==> src/rtl/playback_sequencer_if.sv <==
// Button pulses into, and playback status out of, the beat scheduler.
interface playback_sequencer_if;
   logic        play_1p;
   logic        stop_1p;
   logic        speedup_1p;
   logic        speeddown_1p;
   logic [11:0] ibeat;
   logic        beat_en;
   logic        playing;
   logic        mute;
   logic [2:0]  speed;

   modport master (
      output play_1p, stop_1p, speedup_1p, speeddown_1p,
      input  ibeat, beat_en, playing, mute, speed
   );

   modport slave (
      input  play_1p, stop_1p, speedup_1p, speeddown_1p,
      output ibeat, beat_en, playing, mute, speed
   );
endinterface

==> src/rtl/playback_sequencer.sv <==
// Play/pause/stop beat scheduler with 5-level speed divider.
// Define PLAYBACK_LOOP_EN to wrap the song instead of stopping in DONE.
module playback_sequencer #(
   parameter int LEN      = 64,
   parameter int BASE_DIV = 4194304
) (
   input  logic                 clk,
   input  logic                 rst,
   playback_sequencer_if.slave  bus
);
   localparam int DW = $clog2(BASE_DIV * 4);
   localparam int PW = DW + 1;
   localparam logic [PW-1:0] PMAX = PW'(BASE_DIV * 4);
   localparam logic [11:0]   LAST = 12'(LEN - 1);

   typedef enum logic [1:0] {
      S_IDLE,
      S_PLAY,
      S_PAUSE,
      S_DONE
   } state_t;

   state_t        state_q;
   logic [DW-1:0] div_q;
   logic [11:0]   ibeat_q;
   logic          beat_q;
   logic          play_q;
   logic          mute_q;
   logic [2:0]    speed_q;
   logic [2:0]    speed_d;
   logic          spd_chg;
   logic [PW-1:0] per;
   logic [DW-1:0] pm1;

   assign per = PMAX >> speed_q;
   assign pm1 = DW'(per - 1'b1);

   // Opposing presses cancel; saturated presses are no-ops.
   always_comb begin
      speed_d = speed_q;
      if (bus.speedup_1p && !bus.speeddown_1p
          && speed_q != 3'd4)
         speed_d = speed_q + 3'd1;
      else if (bus.speeddown_1p && !bus.speedup_1p
               && speed_q != 3'd0)
         speed_d = speed_q - 3'd1;
   end

   assign spd_chg = (speed_d != speed_q);

   always_ff @(posedge clk) begin
      if (!rst) begin
         state_q <= S_IDLE;
         div_q   <= '0;
         ibeat_q <= '0;
         beat_q  <= 1'b0;
         play_q  <= 1'b0;
         mute_q  <= 1'b1;
         speed_q <= 3'd2;
      end else begin
         speed_q <= speed_d;
         beat_q  <= 1'b0;
         if (spd_chg)
            div_q <= '0;
         if (bus.stop_1p) begin
            state_q <= S_IDLE;
            div_q   <= '0;
            ibeat_q <= '0;
            play_q  <= 1'b0;
            mute_q  <= 1'b1;
         end else begin
            unique case (state_q)
               S_IDLE: begin
                  if (bus.play_1p) begin
                     state_q <= S_PLAY;
                     play_q  <= 1'b1;
                     mute_q  <= 1'b0;
                  end
               end
               S_PLAY: begin
                  if (bus.play_1p) begin
                     state_q <= S_PAUSE;
                     play_q  <= 1'b0;
                     mute_q  <= 1'b1;
                  end else if (!spd_chg) begin
                     if (div_q != pm1) begin
                        div_q <= div_q + 1'b1;
                     end else begin
                        div_q <= '0;
`ifdef PLAYBACK_LOOP_EN
                        beat_q  <= 1'b1;
                        ibeat_q <= (ibeat_q == LAST) ?
                                   12'd0 : ibeat_q + 12'd1;
`else
                        if (ibeat_q == LAST) begin
                           state_q <= S_DONE;
                           play_q  <= 1'b0;
                           mute_q  <= 1'b1;
                        end else begin
                           beat_q  <= 1'b1;
                           ibeat_q <= ibeat_q + 12'd1;
                        end
`endif
                     end
                  end
               end
               S_PAUSE: begin
                  if (bus.play_1p) begin
                     state_q <= S_PLAY;
                     play_q  <= 1'b1;
                     mute_q  <= 1'b0;
                  end
               end
               S_DONE: begin
                  if (bus.play_1p) begin
                     state_q <= S_PLAY;
                     ibeat_q <= '0;
                     div_q   <= '0;
                     play_q  <= 1'b1;
                     mute_q  <= 1'b0;
                  end
               end
               default: state_q <= S_IDLE;
            endcase
         end
      end
   end

   assign bus.ibeat   = ibeat_q;
   assign bus.beat_en = beat_q;
   assign bus.playing = play_q;
   assign bus.mute    = mute_q;
   assign bus.speed   = speed_q;
endmodule

==> src/flat_wrapper.sv <==
// flat-port wrapper written by rule: the top's interface ports become plain ports
module playback_sequencer_flat 
#(
   parameter int LEN      = 64,
   parameter int BASE_DIV = 4194304
)
  (clk, rst, bus_play_1p, bus_stop_1p, bus_speedup_1p, bus_speeddown_1p, bus_ibeat, bus_beat_en, bus_playing, bus_mute, bus_speed);
  playback_sequencer_if bus_i ();
  input  logic clk;
  input  logic rst;
  input wire logic [$bits(bus_i.play_1p)-1:0] bus_play_1p;
  input wire logic [$bits(bus_i.stop_1p)-1:0] bus_stop_1p;
  input wire logic [$bits(bus_i.speedup_1p)-1:0] bus_speedup_1p;
  input wire logic [$bits(bus_i.speeddown_1p)-1:0] bus_speeddown_1p;
  output wire logic [$bits(bus_i.ibeat)-1:0] bus_ibeat;
  output wire logic [$bits(bus_i.beat_en)-1:0] bus_beat_en;
  output wire logic [$bits(bus_i.playing)-1:0] bus_playing;
  output wire logic [$bits(bus_i.mute)-1:0] bus_mute;
  output wire logic [$bits(bus_i.speed)-1:0] bus_speed;
  assign bus_i.play_1p = bus_play_1p;
  assign bus_i.stop_1p = bus_stop_1p;
  assign bus_i.speedup_1p = bus_speedup_1p;
  assign bus_i.speeddown_1p = bus_speeddown_1p;
  assign bus_ibeat = bus_i.ibeat;
  assign bus_beat_en = bus_i.beat_en;
  assign bus_playing = bus_i.playing;
  assign bus_mute = bus_i.mute;
  assign bus_speed = bus_i.speed;
  playback_sequencer #(.LEN(LEN), .BASE_DIV(BASE_DIV)) u_core (.clk(clk), .rst(rst), .bus(bus_i));
endmodule
==> config.mk <==
export PLATFORM = sky130hd
export DESIGN_NAME = playback_sequencer_flat
export DESIGN_NICKNAME = d
export VERILOG_FILES = /design/src/rtl/playback_sequencer_if.sv /design/src/rtl/playback_sequencer.sv /design/src/flat_wrapper.sv
export SDC_FILE = /design/constraint.sdc
export NUM_CORES = 1
export LEC_CHECK = 0
export ABC_AREA = 1
export BUFFER_PORTS_ARGS = -buffer_cell sky130_fd_sc_hd__buf_2
export CELL_PAD_IN_SITES_DETAIL_PLACEMENT = 1
export CELL_PAD_IN_SITES_GLOBAL_PLACEMENT = 2
export CORE_MARGIN = 3
export CORE_UTILIZATION = 31
export DETAILED_ROUTE_END_ITERATION = 12
export GPL_TIMING_DRIVEN = 0
export PLACE_DENSITY = 0.73
export SLEW_MARGIN = 25
export SYNTH_ARGS = -nofsm -noshare
export SYNTH_HDL_FRONTEND = slang
export SYNTH_SLANG_ARGS = --single-unit
==> constraint.sdc <==
create_clock -name clk -period 2.1 [get_ports clk]
set_clock_uncertainty 0.05 [all_clocks]
set_input_delay 0 -clock clk [delete_from_list [all_inputs] [get_ports clk]]
set_output_delay 0 -clock clk [all_outputs]
set_load 0.05 [all_outputs]
# == Yosys cells after proc, flatten, opt, wreduce, memory -nomap -nowiden ==
# Index checks and enable logic that the tools add are counted.
# word_totals
in_bits,6
regBits,44
# op_classes
n_eq_ne,16
reduce_logical,14
n_mux,33
n_addsub,5
bitwise,2
shift,1
# op_table
cell,n
$mux W24,5
$mux W12,5
$pmux W24 S2,1
$shr A25 B3 Y24 const A,1
$add A24 B1 Y24 const B,1
$ne A24 B24 Y1,1
$pmux W12 S2,1
$sub A24 B1 Y24 const B,1
$add A12 B1 Y12 const B,1
$eq A12 B6 Y1 const B,1
$mux W1,11
$mux W2,5
$ne A2 B2 Y1 const B,5
$ne A3 B3 Y1 const B,3
$mux W3,2
$reduce_and A6 Y1,1
$reduce_or A6 Y1,1
$eq A2 B2 Y1 const B,2
$logic_and A1 B1 Y1,4
$pmux W1 S2,2
$pmux W2 S2,1
$reduce_and A4 Y1,1
$add A3 B1 Y3 const B,1
$ne A3 B2 Y1 const B,1
other kinds (11),13

# == Depth between registers and ports, before layout ==
# logic_depth
word_depth,10
depth_mapped,15
mapped_depth_nobuf,14

# == Worst setup path before layout ==
# Ideal clock, no wire load.
# synth_path
kind,register -> register
startpoint,"register u_core.speed_q[1], in the netlist u_core.bus.speed[1]"
endpoint,"register u_core.ibeat_q[8], in the netlist u_core.bus.ibeat[8]"
setup_slack_ns,-0.330
synth_period_minus_slack_ns,2.430
n_path_buf,1
path_stages_with_launch,15
arrival_ns,2.238
path_cell_list,dfxtp_1 ha_1 ha_1 inv_1 nand2_1 nand3_1 nor2_2 nand2_1 nor2_1 nand3_2 nand2_1 nand4_1 buf_4 nand2_1 a21oi_2
# synth_between
elab_chain_len,7
elab_cells_between_ends,15
classes_between,add/sub: 3; eq/ne: 5; shift: 1; mux: 2; reduce/logical: 4
# synth_rtl
item,line_no,rtl
from (decl),playback_sequencer.sv:29,logic [2:0] speed_q;
from (signal assigned),playback_sequencer.sv:61,speed_q <= speed_d;
"parallel branches: the longest is 6 deep, another holds $sub A24 B1 Y24",n/a,
$reduce_and A6 Y1 (no source line) *,n/a,
to (signal assigned),playback_sequencer.sv:101,ibeat_q <= ibeat_q + 12'd1;
to (decl),playback_sequencer.sv:25,logic [11:0] ibeat_q;
# Mark *: on every way between the ends.
# A chain may end at the register's enable or synchronous reset.

# == Worst setup path in the final report ==
# layout_path
startpoint,"register u_core.speed_q[0], in the netlist u_core.bus.speed[0]"
endpoint,"register u_core.ibeat_q[11], in the netlist u_core.bus.ibeat[11]"
# Same word-level chain as after synthesis.

==> results.py <==
metrics = {
    "clocking": {
        "max-clock-path-buffers": 2,
        "clock_latency_ps": 300,
        "cts.sinks": 44,
        "cts_tree": "yes",
        "path_clk_slew_ps": 90,
        "cts-htree-levels": 2,
        "root_buffer": "clkbuf_8",
        "cts_made_buffers": 5,
    },
    "timing": {
        "relSlewSlack_pct": 49.4,
        "setup_viol": 1,
        "worst_slack_ps": -1.98,
        "worstMarginPinSlew_ps": 760,
        "grt_setup_unrepaired": "true",
        "fin_setup_tns_ps": -1.98,
        "hold_viol": 0,
        "fmax_mhz": 476,
        "drv_slew": 0,
        "fin_crit_ps": 2100,
        "fin_crit_sh_pct": 100,
    },
    "final_layout": {
        "final_layout_size_suffix_gt1_share_pct": 29.1,
        "post-route-cell-area_um2": 3870,
        "fin_nets": 520,
        "finish.utilization_pct": 40.9,
        "area_delta_synth_final_pct": 24.9,
        "fillCellCount": 1198,
        "final_cells": 635,
        "num_antenna_cells": 0,
    },
    "worst_setup_path": {
        "cp_max_fo": 5,
        "cp-start-kind": "flop",
        "critical_path_required_ps": 2200,
        "endpoint_kind": "flop",
        "r2r_slack_ps": -2,
        "cp.arrival_ps": 2200,
        "crit_type": "flop to flop",
    },
    "route": {
        "drt-initial-drc-count": 70,
        "drt_first_pass_iters": 4,
        "wl_um": 9420,
        "antenna_left": 0,
        "drc": 0,
        "avgRoutedWirePerCell_um": 14.8,
        "vias": 3082,
        "via_per_inst": 4.85,
    },
    "place": {
        "place_area_um2": 3390,
        "numPortBuffers": 23,
        "gp_congestion": 0.776,
        "placedCellCount": 608,
        "post-dp-hpwl_um": 6970,
    },
    "yosys": {
        "ys.flop_type": "dfxtp_1",
        "synth_cells": 456,
        "yosys.area_share.simple_pct": 40.4,
        "synth_top_area_share_pct": 28.4,
        "synth_fa_ha_area_share_pct": 3.63,
        "synthArstFlopShare_pct": 0,
        "yosysSeqAreaShare_pct": 28.4,
        "synth_xor_area_share_pct": 6.78,
        "ys_ff_latch": 44,
        "synth.most_common_cell": "nand2_1",
        "synth_cell_type_count": 39,
        "synth_edf_count": 0,
        "synth_compound_area_share_pct": 10.8,
        "avgSynthCellArea_um2": 6.80,
        "synth_top_family_by_area": "simple AND/OR/NAND/NOR gates",
        "syn-num-nets": 471,
        "synth_common_cells": "nand2_1, inv_1, nor2_1",
        "synth_largest_area_cell": "dfxtp_1",
        "synthMuxAreaShare_pct": 0,
        "netlist_area_um2": 3100,
        "synth_area_leaders": "dfxtp_1, nand2_1, inv_1",
        "ys_warn_count": 0,
    },
    "pwr": {
        "ir_drop_mv": 0.267,
        "p_leak_nw": 1.43,
        "finalPower_mw": 1.88,
        "power.density_nw_per_um2": 486,
    },
    "floorplan": {
        "rows": 35,
        "die_w_um": 106,
        "dieArea_um2": 11200,
        "die_h_um": 106,
        "start_util_pct": 32.8,
        "pin_count": 24,
        "fp.coreArea_um2": 9460,
    },
    "run_status": {
        "violations": "negative setup slack",
        "status": "complete, but fails checks",
    },
    "grt": {
        "grt_overflow": 0,
        "grt_max_degree": 14,
        "grt_pass1_vias": 3095,
        "grt_pass1_wl_um": 15600,
        "antenna_found_initial": 0,
        "grt_usage_pct": 17.0,
    },
    "job": {
        "cap_violations": 0,
    },
    "min_path": {
        "worstHoldPathType": "primary input to flop",
    },
}
==> sequential cells by signal, indices dropped and copies added, names as in the netlist <==
name and flops:
u_core.bus.mute 1, u_core.bus.ibeat 12, u_core.bus.beat_en 1, u_core.bus.speed 3
u_core.state_q 2, u_core.bus.playing 1, u_core.div_q 24
==> cells by family (layout without fill, tap and decap cells) <==
family          after synthesis  after routing
flops                        44             44
fa+ha+maj                     9              9
simple gates                253            254
compound gates               54             54
buf+inv                      72            121
xor+xnor                     24             24
==> final cells by class <==
class	instances	area, um^2	share of cell area [%]
tap	129	161	4.17
clock inverter	1	30.0	0.775
multi-input combinational	341	2100	54.2
clock buffer	7	96.3	2.49
buffer	13	95.1	2.46
sequential	44	892	23.0
inverter	59	224	5.78
timing repair buffer	41	274	7.08
==> cell usage in the layout, fill, tap and decap left out, types with 12 or more instances in the layout <==
master,count
buf_2,27
buf_4,12
nand3_1,36
nand2_2,21
a21oi_1,19
inv_1,46
inv_2,12
nor2_1,40
nand2_1,91
xor2_1,19
nand4_1,14
nand3_2,13
dfxtp_1,39
==> metal layers <==
| layer | routed length (um) | GRT usage (%) | vias to the layer above | share of wire, % |
|---|---|---|---|---|
| met2 | 4620 | 30.1 | 29 | 49 |
| met3 | 191 | 2.55 | 2 | 2.0 |
| met5 | 0 | 0 | - | 0 |
| li1 | - | - | 1577 | - |
| met4 | 41 | 2.22 | 0 | 0.44 |
| met1 | 4570 | 22.4 | 1474 | 49 |
==> critical path, stage by stage, from the launching register on <==
cell and delay (ps):
dfxtp_4 390, ha_4 170, ha_4 170, inv_4 40, nand2_2 50, nand3_2 60
nor2_2 130, nand2_1 70, nor2_2 150, nand3_2 100, nand2_1 70, nand4_1 190
buf_6 220, nand2_2 60, a21oi_2 40
==> path summary, 6_finish.rpt <==
check / startpoint / to / depth (start not counted)
worst max register to register: u_core.bus.speed[0]$_SDFF_PN0_ / u_core.bus.ibeat[11]$_SDFFE_PP0P_ / 14
worst min register to register: u_core.bus.mute$_SDFFE_PP1P_ / u_core.bus.mute$_SDFFE_PP1P_ / 1
worst min-delay path: bus_speedup_1p / u_core.bus.speed[2]$_SDFF_PN0_ / 4
worst max-delay path: u_core.bus.speed[0]$_SDFF_PN0_ / u_core.bus.ibeat[11]$_SDFFE_PP0P_ / 14
==> per-stage QoR <==
step / setup slack [ps] / hold slack (ps)
floorplan: 15.5 / 47.8
global placement: -278 / 167
detailed placement: -325 / 176
CTS: -39.3 / 53.0
global route: -171 / 114
finish: -1.98 / 77.0
==> where the power goes <==
group | internal, mW | leakage [nW] | switching [mW] | total [mW]
sequential | 0.844 | 0.358 | 0.0140 | 0.858
combinational | 0.0989 | 1.01 | 0.184 | 0.282
clock | 0.421 | 0.0645 | 0.319 | 0.740
==> what timing repair did <==
action,4_1_cts,5_1_grt
hold endpoints to repair,5,0
hold buffers,5,0
gates cloned,1,1
pin swaps,12,11
gates resized for setup,35,25
setup buffers,6,7
endpoints found under the setup margin,37,37
No activity file was read; power rests on OpenSTA's default activity.
